$ cat src/rtl/key_debounce_multi_pkg.sv
// key_debounce_multi_pkg
//   Shared definitions for the multi-channel key debouncer: the per-channel
//   FSM state encoding and the default timing constants for a 1 MHz clock.
//   This package has no ports.
package key_debounce_multi_pkg;

    // Per-channel debounce FSM states
    typedef enum logic {
        ST_STABLE = 1'b0,   // output agrees with the synchronised input
        ST_CHECK  = 1'b1    // input differs, counting out the stability window
    } deb_state_e;

    // Default timing constants at 1 MHz
    localparam int unsigned DEB_20MS_AT_1M = 20000;
    localparam int unsigned HOLD_1S_AT_1M  = 1000000;

endpackage : key_debounce_multi_pkg

$ cat src/rtl/key_debounce_multi_channel.sv
// key_debounce_multi_channel
//   One debounced key: two-flop synchroniser, two-state stability FSM,
//   debounce counter, hold counter, and registered press/release/long strobes.
//
//   Ports
//     clk_i    in   system clock (1 MHz nominal)
//     rst_n_i  in   asynchronous active-low reset
//     s_i      in   raw asynchronous key input
//     s_o      out  debounced level
//     rise_o   out  one-cycle strobe on an accepted 0->1 transition
//     fall_o   out  one-cycle strobe on an accepted 1->0 transition
//     long_o   out  one-cycle strobe when s_o has been high HOLD_CYCLES
module key_debounce_multi_channel
    import key_debounce_multi_pkg::*;
#(
    parameter int unsigned DEBOUNCE_CYCLES = DEB_20MS_AT_1M,
    parameter int unsigned HOLD_CYCLES     = HOLD_1S_AT_1M,
    parameter logic        RESET_LEVEL     = 1'b0
) (
    input  logic clk_i,
    input  logic rst_n_i,
    input  logic s_i,
    output logic s_o,
    output logic rise_o,
    output logic fall_o,
    output logic long_o
);

    localparam int unsigned CNT_W  = $clog2(DEBOUNCE_CYCLES);
    localparam int unsigned HOLD_W = $clog2(HOLD_CYCLES) + 1;

    localparam logic [CNT_W-1:0]  CNT_LAST  = CNT_W'(DEBOUNCE_CYCLES - 1);
    localparam logic [HOLD_W-1:0] HOLD_LAST = HOLD_W'(HOLD_CYCLES - 1);
    localparam logic [HOLD_W-1:0] HOLD_PRE  = HOLD_W'(HOLD_CYCLES - 2);

    logic              sync1;
    logic              sync2;
    deb_state_e        state;
    logic [CNT_W-1:0]  cnt;
    logic [HOLD_W-1:0] hold_cnt;

    // Synchroniser stage: s_i -> sync1 -> sync2
    always_ff @(posedge clk_i or negedge rst_n_i) begin
        if (!rst_n_i) begin
            sync1 <= RESET_LEVEL;
            sync2 <= RESET_LEVEL;
        end else begin
            sync1 <= s_i;
            sync2 <= sync1;
        end
    end

    // Stability FSM stage: sync2 must differ from s_o for DEBOUNCE_CYCLES+1
    // consecutive edges; any edge where it agrees again aborts the check.
    always_ff @(posedge clk_i or negedge rst_n_i) begin
        if (!rst_n_i) begin
            state  <= ST_STABLE;
            cnt    <= '0;
            s_o    <= RESET_LEVEL;
            rise_o <= 1'b0;
            fall_o <= 1'b0;
        end else begin
            rise_o <= 1'b0;
            fall_o <= 1'b0;
            case (state)
                ST_STABLE: begin
                    cnt <= '0;
                    if (sync2 != s_o) begin
                        state <= ST_CHECK;
                    end
                end
                ST_CHECK: begin
                    if (sync2 == s_o) begin
                        state <= ST_STABLE;
                        cnt   <= '0;
                    end else if (cnt == CNT_LAST) begin
                        s_o    <= sync2;
                        rise_o <= sync2;
                        fall_o <= ~sync2;
                        state  <= ST_STABLE;
                        cnt    <= '0;
                    end else begin
                        cnt <= cnt + CNT_W'(1);
                    end
                end
            endcase
        end
    end

    // Hold stage: counts edges with s_o high and saturates at HOLD_LAST, so
    // long_o fires once per press on the edge the count reaches HOLD_LAST.
    always_ff @(posedge clk_i or negedge rst_n_i) begin
        if (!rst_n_i) begin
            hold_cnt <= '0;
            long_o   <= 1'b0;
        end else if (!s_o) begin
            hold_cnt <= '0;
            long_o   <= 1'b0;
        end else begin
            long_o <= (hold_cnt == HOLD_PRE);
            if (hold_cnt != HOLD_LAST) begin
                hold_cnt <= hold_cnt + HOLD_W'(1);
            end
        end
    end

endmodule : key_debounce_multi_channel

$ cat src/rtl/key_debounce_multi.sv
// key_debounce_multi
//   CH independent key debouncers for the 1 MHz board-input domain, placed
//   between raw button/switch pins and the control FSMs.
//
//   Ports
//     clk_i    in   system clock (1 MHz nominal)
//     rst_n_i  in   asynchronous active-low reset
//     s_i      in   [CH] raw asynchronous key/switch inputs
//     s_o      out  [CH] debounced levels
//     rise_o   out  [CH] one-cycle accepted 0->1 strobes
//     fall_o   out  [CH] one-cycle accepted 1->0 strobes
//     long_o   out  [CH] one-cycle strobes after HOLD_CYCLES held high
module key_debounce_multi
    import key_debounce_multi_pkg::*;
#(
    parameter int unsigned CH              = 4,
    parameter int unsigned DEBOUNCE_CYCLES = DEB_20MS_AT_1M,
    parameter int unsigned HOLD_CYCLES     = HOLD_1S_AT_1M,
    parameter logic        RESET_LEVEL     = 1'b0
) (
    input  logic          clk_i,
    input  logic          rst_n_i,
    input  logic [CH-1:0] s_i,
    output logic [CH-1:0] s_o,
    output logic [CH-1:0] rise_o,
    output logic [CH-1:0] fall_o,
    output logic [CH-1:0] long_o
);

    for (genvar g = 0; g < int'(CH); g++) begin : g_ch
        key_debounce_multi_channel #(
            .DEBOUNCE_CYCLES (DEBOUNCE_CYCLES),
            .HOLD_CYCLES     (HOLD_CYCLES),
            .RESET_LEVEL     (RESET_LEVEL)
        ) u_ch (
            .clk_i   (clk_i),
            .rst_n_i (rst_n_i),
            .s_i     (s_i[g]),
            .s_o     (s_o[g]),
            .rise_o  (rise_o[g]),
            .fall_o  (fall_o[g]),
            .long_o  (long_o[g])
        );
    end

endmodule : key_debounce_multi
$ cat config.mk
export PLATFORM = sky130hd
export DESIGN_NAME = key_debounce_multi
export DESIGN_NICKNAME = d
export VERILOG_FILES = /design/src/rtl/key_debounce_multi_pkg.sv /design/src/rtl/key_debounce_multi_channel.sv /design/src/rtl/key_debounce_multi.sv
export SDC_FILE = /design/constraint.sdc
export NUM_CORES = 1
export LEC_CHECK = 0
export ABC_AREA = 1
export BUFFER_PORTS_ARGS = -buffer_cell sky130_fd_sc_hd__buf_2
export CORE_MARGIN = 2
export CORE_UTILIZATION = 55
export DETAILED_ROUTE_END_ITERATION = 8
export PLACE_DENSITY = 0.74
export RECOVER_POWER = 50
export SYNTH_ARGS = -nofsm -noshare
export SYNTH_HDL_FRONTEND = slang
export SYNTH_SLANG_ARGS = --single-unit
$ cat constraint.sdc
create_clock -name clk_i -period 1.3 [get_ports clk_i]
set_input_delay 0.325 -clock clk_i [delete_from_list [all_inputs] [get_ports clk_i]]
set_output_delay 0.325 -clock clk_i [all_outputs]
set_load 0.03 [all_outputs]
==> impl_results.md <==
- Mapped Nets: 1336
- Final instance area: 13470 um2
- Worst ir drop on vdd: 1.141 mV
- Worst-skew pair later-pin latency: 0.44 ns
- HP Class: input port to async pin
- Cell Area, Placed: 10550 um2
- Routability cong.: 0.8947
- Int Pwr: 8.498 mW
- GRT Total Usage: 0.2599
- Worst path cell trace: buf_12 -> buf_8
- Root buffer cell: clkbuf_16
- Post-synth EDFFs: 0
- Starting Density: 0.5611
- Final worst-path cycle share: 1.127
- Crit path to: s_o[1]
- Cells after synthesis: 1318
- Combinational power share: 0.038
- Register area share after synthesis: 0.4435
- RSZ-0062 raised after global routing: yes
- CP max stage cell: dfrtp_2
- Drt first-iter violations: 775
- Num rows: 48
- Area delta synth->final: 38.77%
- Yosys warning total: 0
- Reg2reg start: g_ch[1].u_ch.hold_cnt[0]
- Crit path DAT: 1.14 ns
- Status: finished with violations
- Async SR Flop Fraction: 1.000
- DR pass1 iterations: 6
- Non-Filler Instances: 1719
- Register share of total power: 0.496
- R2R Setup Slk: -0.16 ns
- Initial antenna violation count: 0
- CP Max Fanout: 3
- Worst Setup End Kind: output port
- Biggest area consumer among synthesized cells: dfrtp_1
- Port bufs: 21
- Violations in the final reports: negative setup slack
- Dpl hpwl: 14.68 mm
- Num CTS Buffers: 17
- CP Launch Point: g_ch[1].u_ch.s_o
- Placement Setup Slack: -0.1451 ns
- Placed cell count: 1609
- Leak: 5.548 nW
- H-tree depth: 4
- Die area: 18720 um2
- Final worst clock skew: 0.01046 ns
- Final hold slack: 0.3482 ns
- Cell area after synthesis: 9704 um2
- Top cells by area, synth: dfrtp_1 (44%), nand2_1 (12%), nor2_1 (11%)
- Total I/O pin count: 22
- Slew HR: 0.7048
- RR Endpoint: g_ch[1].u_ch.hold_cnt[12]
- Tot Pwr: 10.95 mW
- Largest net degree at the start of global routing: 59
- Startpoint class of the critical path: flop
- Fin. Hold Viols: 0
- Final wirelength: 27.24 mm
- Die height: 136.8 um
- Crit-path max cell delay: 0.44 ns
- Die W: 136.8 um
- Clk buf depth: 2
- Residual DRC: 0
- Max-cap viol count: 0
- Cell with the most instances after synthesis: nand2_1
- Via Count: 9581
- Slew Viols, Final: 0
- Ys flop type: dfrtp_1
- Tmin final: 1.465 ns
- Layout Nets: 1500
- Most frequent cells after synthesis: nand2_1 (303), nor2_1 (273), dfrtp_1 (172)
- Final worst slack: -0.1648 ns
- Synth Area per Inst: 7.363 um2
- Critical Path RT: 0.98 ns
- WL per Instance: 15.84 um
- N_diodes: 0
- Sw frac: 0.2238
- Worst-path clk slew: 0.07 ns
- Fraction of layout cells with a size suffix above 1: 0.3922
- Vias/cell: 5.574
- Tightest Pin Transition: 0.4428 ns
- Global-route wire length before repair: 39.34 mm
- CTS tree: yes
- R2r worst-path depth: 9
- Power per Cell Area: 813.0 nW/um2
- Clock power share: 0.467
- Core area: 17300 um2
- Post-route ant nets: 0
- Sink Count: 172
- Vias in the first global route: 8740
- Grt ovf: 0
- Share of the synthesized area in the top cell type: 0.4435
- Fmax: 0.6827 GHz
- Seq cells post-synth: 172
- Netlist cell types: 38
- WS Path Type: flop to output port
- Sw power: 2.451 mW
- Final setup fails: 91
==> layer usage <==
metal	global-route usage	part of all wire	routed length (um)	vias up
li1	-	-	-	4507
met1	0.3263	0.40	10890	4640
met2	0.4464	0.52	14180	357
met3	0.05481	0.051	1383	77
met4	0.08820	0.029	786	0
met5	0	0	0	-
==> flip-flops by register name, indices dropped and copies added, names as in the netlist <==
signal / flops
g_ch.u_ch.state: 4
g_ch.u_ch.rise_o: 4
g_ch.u_ch.long_o: 4
g_ch.u_ch.s_o: 4
g_ch.u_ch.sync2: 4
g_ch.u_ch.fall_o: 4
g_ch.u_ch.hold_cnt: 84
g_ch.u_ch.sync1: 4
g_ch.u_ch.cnt: 60
==> through the flow <==
step	setup TNS, ns	utilization
floorplan	-0.09225	-
global placement	-1.722	0.6099
detailed placement	-4.935	0.6099
CTS	-1.768	0.6928
global route	-15.80	0.7786
finish	-6.197	0.7786
==> layout make-up <==
class                           instances  area [um2]
Inverter                              160       608.1
Tap cell                              225       281.5
Sequential cell                       172        4355
Clock inverter                         10       112.6
Fill cell                            1064        3830
Timing Repair Buffer                  172        1582
Clock buffer                           21       470.5
Multi-Input combinational cell        959        6057
==> repair_timing <==
item / CTS / global route
buffers inserted: 22 / 46
gates resized for setup: 137 / 351
cloned: 6 / 1
pin swaps: 43 / 106
hold buffers: 5 / 0
setup endpoints to repair: 119 / 176
hold endpoints to repair: 60 / 0
==> critical path: cells and delay by family (launching register included) <==
family / cells / cell delay (ns)
buf+inv: 2 / 0.26
flops: 1 / 0.44
==> layout by cell type (no fill, tap or decap), drive strengths merged <==
cell type    instances
nand2              315
nand3              128
a211oi               1
buf                163
nor3b                1
xnor2               10
nor3                30
a31oi                3
bufinv               2
inv                162
bufbuf               1
clkinvlp             2
a21oi               27
nor4                 4
clkinv               4
xor2                20
ha                  12
nand4               49
o21a                 1
nor2               307
o21bai               6
clkbuf              24
dfrtp              172
o21ai               25
nand3b               3
or2                 17
dlygate4sd3          5
==> worst min-delay path by stage <==
stage,from,end,slack [ns],depth (start not counted)
6_report,rst_n_i,g_ch[1].u_ch.cnt[11],0.35,2
5_1_grt,g_ch[3].u_ch.sync1,g_ch[3].u_ch.sync2,0.36,0
4_1_cts,rst_n_i,g_ch[1].u_ch.cnt[10],0.27,2
3_5_place_dp,rst_n_i,g_ch[1].u_ch.cnt[11],0.16,1
3_3_place_gp,rst_n_i,g_ch[1].u_ch.cnt[11],0.16,1
2_1_floorplan,rst_n_i,g_ch[0].u_ch.cnt[0],0.03,0
==> power by group through the flow <==
| stage | clock network (mW) | registers (mW) | logic [mW] |
|---|---|---|---|
| 2_1_floorplan | 0 | 5.51 | 0.114 |
| 3_3_place_gp | 0 | 5.51 | 0.296 |
| 3_5_place_dp | 0 | 5.51 | 0.302 |
| 4_1_cts | 5.15 | 5.42 | 0.356 |
| 5_1_grt | 5.38 | 5.43 | 0.463 |
| 6_report | 5.11 | 5.43 | 0.416 |
==> cells by family (layout without fill, tap and decap cells) <==
logic type | Yosys count | in the layout | share of synthesized area
AOI/OAI and AO/OA | 63 | 63 | 0.03533
xor gates and xnor gates | 30 | 30 | 0.02708
adders and majority gates | 12 | 12 | 0.01547
buffers and inverters | 191 | 363 | 0.08329
DFF | 172 | 172 | 0.4435
and+or+nand+nor | 850 | 854 | 0.3953
Power figures use the tool's default switching activity.
